--- config.mk ---
export PLATFORM = sky130hd
export DESIGN_NAME = switch_func_eval
export DESIGN_NICKNAME = d
export VERILOG_FILES = /design/src/rtl/switch_func_eval.sv
export SDC_FILE = /design/constraint.sdc
export NUM_CORES = 1
export LEC_CHECK = 0
export CAP_MARGIN = 20
export CORE_MARGIN = 1
export CORE_UTILIZATION = 45
export CTS_CLUSTER_SIZE = 30
export DETAILED_ROUTE_END_ITERATION = 16
export DONT_BUFFER_PORTS = 1
export SYNTH_ARGS = -nofsm -noshare
export SYNTH_HDL_FRONTEND = slang
export SYNTH_SLANG_ARGS = --single-unit
--- constraint.sdc ---
create_clock -name clk -period 5.2 [get_ports clk]
set_input_delay 1.04 -clock clk [delete_from_list [all_inputs] [get_ports clk]]
set_output_delay 1.04 -clock clk [all_outputs]
set_load 0.05 [all_outputs]
--- src/rtl/switch_func_eval.sv ---
// Debounced switch-vector truth-table evaluator with a registered LED output and a saturating
// transition counter. Define HAZARD_MON_EN to add the raw-path toggle monitor (hazard_count).
module switch_func_eval #(
  parameter int unsigned                    NUM_VARS        = 4,
  parameter logic [(1 << NUM_VARS)-1:0]     TRUTH_TABLE     = 16'hAEA2,
  parameter int unsigned                    DEBOUNCE_CYCLES = 1_000_000,
  parameter int unsigned                    EVT_CNT_W       = 16
) (
  input  logic                  clk,
  input  logic                  rst_n,
  input  logic [NUM_VARS-1:0]   sw_in,
  input  logic                  clear,
  output logic [NUM_VARS-1:0]   sw_stable,
  output logic                  f_out,
  output logic                  f_change,
  output logic [EVT_CNT_W-1:0]  evt_count
`ifdef HAZARD_MON_EN
  ,
  output logic [EVT_CNT_W-1:0]  hazard_count
`endif
);

  localparam int unsigned     CntW    = $clog2(DEBOUNCE_CYCLES + 1);
  localparam logic [CntW-1:0] CntTerm = CntW'(DEBOUNCE_CYCLES - 1);

  logic [NUM_VARS-1:0]            sync1_q, sync2_q;
  logic [NUM_VARS-1:0][CntW-1:0]  cnt_q, cnt_d;
  logic [NUM_VARS-1:0]            stable_q, stable_d;
  logic                           f_q, f_d;
  logic                           chg_q, chg_d;
  logic [EVT_CNT_W-1:0]           evt_q, evt_d;

  always_comb begin
    stable_d = stable_q;
    cnt_d    = cnt_q;
    // A channel commits only after DEBOUNCE_CYCLES consecutive cycles of disagreement.
    for (int i = 0; i < int'(NUM_VARS); i++) begin
      if (sync2_q[i] == stable_q[i]) begin
        cnt_d[i] = '0;
      end else if (cnt_q[i] == CntTerm) begin
        stable_d[i] = sync2_q[i];
        cnt_d[i]    = '0;
      end else begin
        cnt_d[i] = cnt_q[i] + CntW'(1);
      end
    end

    f_d   = TRUTH_TABLE[stable_q];
    chg_d = (f_d != f_q);

    evt_d = evt_q;
    if (clear) begin
      evt_d = '0;
    end else if (chg_q && (evt_q != '1)) begin
      evt_d = evt_q + EVT_CNT_W'(1);
    end
  end

  always_ff @(posedge clk or negedge rst_n) begin
    if (!rst_n) begin
      sync1_q  <= '0;
      sync2_q  <= '0;
      cnt_q    <= '0;
      stable_q <= '0;
      f_q      <= TRUTH_TABLE[0];
      chg_q    <= 1'b0;
      evt_q    <= '0;
    end else begin
      sync1_q  <= sw_in;
      sync2_q  <= sync1_q;
      cnt_q    <= cnt_d;
      stable_q <= stable_d;
      f_q      <= f_d;
      chg_q    <= chg_d;
      evt_q    <= evt_d;
    end
  end

  assign sw_stable = stable_q;
  assign f_out     = f_q;
  assign f_change  = chg_q;
  assign evt_count = evt_q;

`ifdef HAZARD_MON_EN
  // Undebounced evaluation, so switch bounce shows up as extra toggles.
  logic                 f_raw_q, f_raw_d;
  logic [EVT_CNT_W-1:0] haz_q, haz_d;

  always_comb begin
    f_raw_d = TRUTH_TABLE[sync2_q];
    haz_d   = haz_q;
    if (clear) begin
      haz_d = '0;
    end else if ((f_raw_d != f_raw_q) && (haz_q != '1)) begin
      haz_d = haz_q + EVT_CNT_W'(1);
    end
  end

  always_ff @(posedge clk or negedge rst_n) begin
    if (!rst_n) begin
      f_raw_q <= TRUTH_TABLE[0];
      haz_q   <= '0;
    end else begin
      f_raw_q <= f_raw_d;
      haz_q   <= haz_d;
    end
  end

  assign hazard_count = haz_q;
`endif

endmodule

==> results.json, run 1 <==
{
  "cpLargestDelayFamily": "simple AND/OR/NAND/NOR gates",
  "first_global_vias": 3982,
  "cp-end-kind": "flop",
  "num-fill-cells": 1057,
  "placed_cell_area_sq_um": 5520,
  "clock-root-buffer": "clkbuf_16",
  "pin_count": 29,
  "cap_viol_max_count": 0,
  "ctsLongestPathBuffers": 2,
  "path_cells": "or4b_1, or4_1, o21ai_1, buf_4, nor2_1",
  "grt_max_degree": 111,
  "r2r_start": "cnt_q[8]",
  "antenna_left": 0,
  "min_period_over_period_pct": 46.9,
  "worst-path-buf-inv": 1,
  "antenna_found_initial": 0,
  "drt-initial-drc-count": 273,
  "min_period_ns": 2.44,
  "postSynthAreaPerCell_sq_um": 9.86,
  "synth_common_cells": "dfrtp_1, nor2_1, nand3_1",
  "ys.flop_type": "dfrtp_1",
  "rsz0062_at_grt": "false",
  "syn_nets": 560,
  "status": "finished, violations left",
  "grt_pass1_wl_microns": 18600,
  "layout-drive-gt1-share_pct": 6.39,
  "reg2regPathDepth": 5,
  "crit_type": "flop to flop",
  "fin_tns_setup_ns": 0,
  "ctsHoldBuffers": 0,
  "finalSetupViolCount": 0,
  "cp_slowest_cell": "or4_1",
  "ys_ff_latch": 110,
  "cts_sinks": 110,
  "post-cts-setup-buffer-count": 0,
  "diodes": 0,
  "die_x_microns": 112,
  "grt-ovfl-total": 0,
  "cts_max_level": 3,
  "cts_tree": "done",
  "max_freq_mhz": 410,
  "yosysSeqAreaShare_pct": 50.9,
  "yosys-top-cells-area": "dfrtp_1, xor2_1, or4_1",
  "synth-async-reset-ratio_pct": 100,
  "die_area_sq_um": 12400,
  "ir_drop_mv": 0.140,
  "r2r-end": "cnt_q[11]",
  "wl_per_cell_microns": 14.7,
  "totalWireLength_microns": 10100,
  "yosysWarnings": 0,
  "synthDominantCellAreaShare_pct": 50.9,
  "insertion_delay_ns": 0.35,
  "row_count": 39,
  "holdCritPathClass": "flop to flop",
  "startpoint": "cnt_q[8]",
  "fin_area_sq_um": 5830,
  "core_sq_um": 11600,
  "clkTransAtPathRegs_ns": 0.07,
  "yosysMostFrequentCell": "dfrtp_1",
  "cts_resized": 0,
  "p_total_mw": 1.64,
  "avgViaCountPerCell": 5.84,
  "fin_nets": 556,
  "area_growth_syn_to_layout_pct": 7.97,
  "worstSetupStartpointType": "flop",
  "start_util_pct": 46.7,
  "place_congestion": 0.799,
  "die_h_microns": 112,
  "worst-r2r-setup-slack_ns": 2.76,
  "synth_edf_count": 0,
  "slowest_delay_ns": 0.53,
  "violations": "DRC",
  "hold_violations": 0,
  "dr.pass1.iters": 11,
  "crit_fanout": 12,
  "fin_skew_ns": 0.0106,
  "tightest_slew_ns": 0.832,
  "syn_inst": 548,
  "cp.arrival_ns": 2.67,
  "cts_buffers": 9,
  "synth_area_sq_um": 5400,
  "crit_required_ns": 5.43,
  "cellLeakagePower_nw": 2.27,
  "fin_ws_ns": 2.76,
  "dp_hpwl_microns": 6830,
  "drv_slew": 0,
  "p_per_area_nw_per_um2": 280,
  "preCtsSetupSlack_ns": 2.77,
  "port_buffers": 0,
  "post-route-drc-count": 12,
  "grt.total_usage_pct": 18.2,
  "slew_headroom_pct": 43.9,
  "yosysTopAreaCell": "dfrtp_1",
  "vias": 4032,
  "cp.depth": 5,
  "crit_path_end": "cnt_q[11]",
  "synth_cell_type_count": 46
}
layout make-up:
cell class	count	area, sq um	area share (%)
Clock buffer	12	246	4.23
Clock inverter	3	68.8	1.18
Inverter	14	52.6	0.901
Multi-Input combinational cell	406	2510	43.1
Sequential cell	110	2750	47.2
Tap cell	143	179	3.07
Timing Repair Buffer	3	22.5	0.386
cell families after synthesis:
kind of cell / synth area share [%]
AND/OR/NAND/NOR: 26.5
flip-flops: 50.9
AO/OA/AOI/OAI: 10.0
XOR/XNOR: 7.62
buffers and inverters: 2.57
multiplexers: 1.23
adder cells (fa/ha/maj): 1.16
state kept, by name, indices dropped and copies added (netlist names):
register	count
cnt_q	80
evt_count	16
sw_stable	4
sync1_q	4
sync2_q	4
f_change	1
f_out	1
power by group:
group          switching [mW]  internal (mW)
clock network           0.297          0.434
logic                  0.0181         0.0105
registers              0.0101          0.866
per-layer routing:
metal  vias up  track usage [%]  part of all wire (%)
met2        67             28.9                    46
met1      1960             24.2                    48
li1       1996                -                     -
met3         9             4.30                   4.8
met4         0             7.21                   1.2
met5         -                0                     0
cell usage in the layout (no fill, tap or decap), types with 2 or more instances in the layout:
master     instances
dfrtp_1          110
nor2_1            56
nand3_1           42
a21oi_1           40
nand2_1           34
or4_1             30
xor2_1            28
o31ai_1           22
xnor2_1           19
o21ai_0           18
nand4_1           17
or3_1             17
inv_1             14
nor3_1            11
and3_1            10
nor4_1            10
clkbuf_16          9
and2_1             5
nand2b_1           5
and4_1             5
mux2_2             5
ha_1               5
or4b_1             4
buf_4              3
nand3_2            2
or4_4              2
nor2b_1            2
a211oi_1           2
clkbuf_1           2
bufinv_16          2
worst reg2reg max path, cell delays in order, from the launching register on:
cell and delay (ns):
dfrtp_1 0.41, or4b_1 0.50, or4_1 0.53, o21ai_1 0.52, buf_4 0.30, nor2_1 0.07
stage by stage:
stage | std cells | utilization, % | hold WS (ns)
CTS | 691 | 50.4 | 0.351
global placement | 676 | 47.7 | 0.334
detailed placement | 676 | 47.7 | 0.335
floorplan | 548 | - | 0.331
global route | 691 | 50.4 | 0.367
finish | 691 | 50.4 | 0.350
how the worst min path moves through the flow:
stage / start / end / slack (ns) / cells past startpoint
2_1_floorplan: sync1_q[0] / sync2_q[0] / 0.33 / 0
3_3_place_gp: sync1_q[2] / sync2_q[2] / 0.33 / 0
3_5_place_dp: sync1_q[0] / sync2_q[0] / 0.33 / 0
4_1_cts: sync1_q[0] / sync2_q[0] / 0.35 / 0
5_1_grt: rst_n / evt_count[11] / 0.37 / 0
6_report: sync1_q[2] / sync2_q[2] / 0.35 / 0
No activity file was read; power rests on OpenSTA's default activity.
==> inputs of run 2 (changes only) <==
clock period = 2.24 ns   (was 5.2 ns; I/O delays follow)
==> run 2 against run 1 <==
  * The run ends with DRC, hold timing left
  * Largest power group unchanged
  * Combinational power rose to 2.6 times the previous value
  * Clock-buffer cell count down 2
  * Routed wire length up 2.5%
  * Register-to-register slack worse by 2.6 ns
==> results.json, run 2 (synthesized netlist as in run 1, its figures left out) <==
{
  "p_per_area_nw_per_um2": 613,
  "clkTransAtPathRegs_ns": 0.07,
  "cp.arrival_ns": 2.35,
  "hold_violations": 110,
  "largest_reg_flops": 80,
  "min_period_ns": 2.08,
  "die_h_microns": 112,
  "cap_viol_max_count": 0,
  "slowest_delay_ns": 0.57,
  "clock-root-buffer": "clkbuf_16",
  "top_register": "cnt_q",
  "grt-ovfl-total": 0,
  "crit_fanout": 7,
  "preCtsSetupSlack_ns": 0.117,
  "post-cts-setup-buffer-count": 0,
  "totalWireLength_microns": 10400,
  "crit_required_ns": 2.51,
  "grt_max_degree": 111,
  "ir_drop_mv": 0.498,
  "final_cell_mix": "dfrtp_1, nor2_1, nand3_1",
  "cts_max_level": 3,
  "start_util_pct": 46.7,
  "drt-initial-drc-count": 232,
  "hold_slack_ns": -0.208,
  "pin_count": 29,
  "dp_hpwl_microns": 7020,
  "num-fill-cells": 1070,
  "cts_tree": "done",
  "cp_slowest_cell": "or4_4",
  "fin_nets": 579,
  "worst-r2r-setup-slack_ns": 0.16,
  "r2r-end": "cnt_q[58]",
  "reg2regPathDepth": 5,
  "diodes": 0,
  "cellLeakagePower_nw": 2.40,
  "dr.pass1.iters": 11,
  "fin_skew_ns": 0.00578,
  "tightest_slew_ns": 0.611,
  "r2r_start": "cnt_q[40]",
  "crit_type": "flop to flop",
  "place_congestion": 0.813,
  "layout_commonest_cell": "dfrtp_1",
  "status": "finished, violations left",
  "die_area_sq_um": 12400,
  "ctsLongestPathBuffers": 2,
  "min_period_over_period_pct": 92.6,
  "layout-drive-gt1-share_pct": 10.8,
  "rsz0062_at_grt": "false",
  "holdCritPathClass": "input port to asynchronous set/reset pin",
  "core_sq_um": 11600,
  "vias": 4120,
  "grt_pass1_wl_microns": 18600,
  "fin_ws_ns": 0.165,
  "port_buffers": 0,
  "drv_slew": 0,
  "cts_buffers": 9,
  "antenna_left": 0,
  "cp-end-kind": "flop",
  "post-route-drc-count": 12,
  "grt.total_usage_pct": 18.5,
  "max_freq_mhz": 482,
  "fin_tns_setup_ns": 0,
  "worstSetupStartpointType": "flop",
  "die_x_microns": 112,
  "path_cells": "ha_1, nand2_1, or4_4, or4_1, a21oi_1",
  "insertion_delay_ns": 0.35,
  "row_count": 39,
  "first_global_vias": 4061,
  "antenna_found_initial": 0,
  "wl_per_cell_microns": 14.5,
  "violations": "DRC, hold timing",
  "avgViaCountPerCell": 5.76,
  "cts_sinks": 110,
  "area_growth_syn_to_layout_pct": 11.1,
  "slew_headroom_pct": 59.3,
  "finalSetupViolCount": 0
}
run 2: cell types whose count changed in the layout (fill, tap and decap cells not counted):
cell       change
or4_4          +2
buf_12         +1
clkinv_2       +4
bufinv_16      -1
or4_1          -2
clkinv_4       -1
inv_8          +1
clkbuf_1       -1
clkbuf_8       -1
buf_4         +22
run 2: routing by layer:
layer | global-route usage, % | share of wire [%] | vias up
li1 | - | - | 2033
met2 | 30.1 | 48 | 67
met5 | 0 | 0 | -
met4 | 5.95 | 0.56 | 0
met1 | 23.7 | 47 | 2015
met3 | 5.82 | 4.6 | 5
run 2: worst max-delay path by stage:
| stage | from | endpoint | slack, ns |
|---|---|---|---|
| 5_1_grt | cnt_q[40] | cnt_q[58] | 0.05 |
| 2_1_floorplan | evt_count[8] | evt_count[13] | 0.04 |
| 3_5_place_dp | cnt_q[40] | cnt_q[58] | 0.12 |
| 3_3_place_gp | cnt_q[40] | cnt_q[58] | 0.18 |
| 6_report | cnt_q[40] | cnt_q[58] | 0.16 |
| 4_1_cts | cnt_q[40] | cnt_q[58] | 0.10 |
run 2: layout make-up:
class	count	area, sq um	area share (%)
Multi-Input combinational cell	406	2520	42.0
Tap cell	143	179	2.98
Timing Repair Buffer	26	208	3.46
Clock buffer	10	229	3.82
Clock inverter	6	61.3	1.02
Sequential cell	110	2750	45.9
Inverter	14	52.6	0.876
run 2: power by group:
group / switching, mW / leakage (nW) / total [mW] / internal, mW
sequential: 0.0232 / 1.51 / 2.03 / 2.01
clock: 0.706 / 0.148 / 1.57 / 0.868
combinational: 0.0434 / 0.742 / 0.0750 / 0.0316
run 2: critical path: cells and delay by family, from the launching register on:
kind            cells  cell delay (ns)
compound gates      1             0.16
fa+ha+maj           1             0.25
flops               1             0.43
simple gates        3             1.16
run 2: through the flow:
stage	std cells	instance area, sq um	hold slack [ns]	power (mW)	utilization, %
after CTS	715	5990	-0.231	3.75	51.8
after floorplan	548	5400	0.152	2.13	-
after global placement	699	5700	0.156	2.14	49.3
after global routing	715	6000	-0.236	3.83	51.9
after detailed placement	699	5700	0.156	2.15	49.3
final	715	6000	-0.208	3.68	51.9
run 2: repair_timing:
item / CTS / global route
setup endpoints to repair: 0 / 2
gates resized for setup: 0 / 2
hold endpoints to repair: 110 / 110
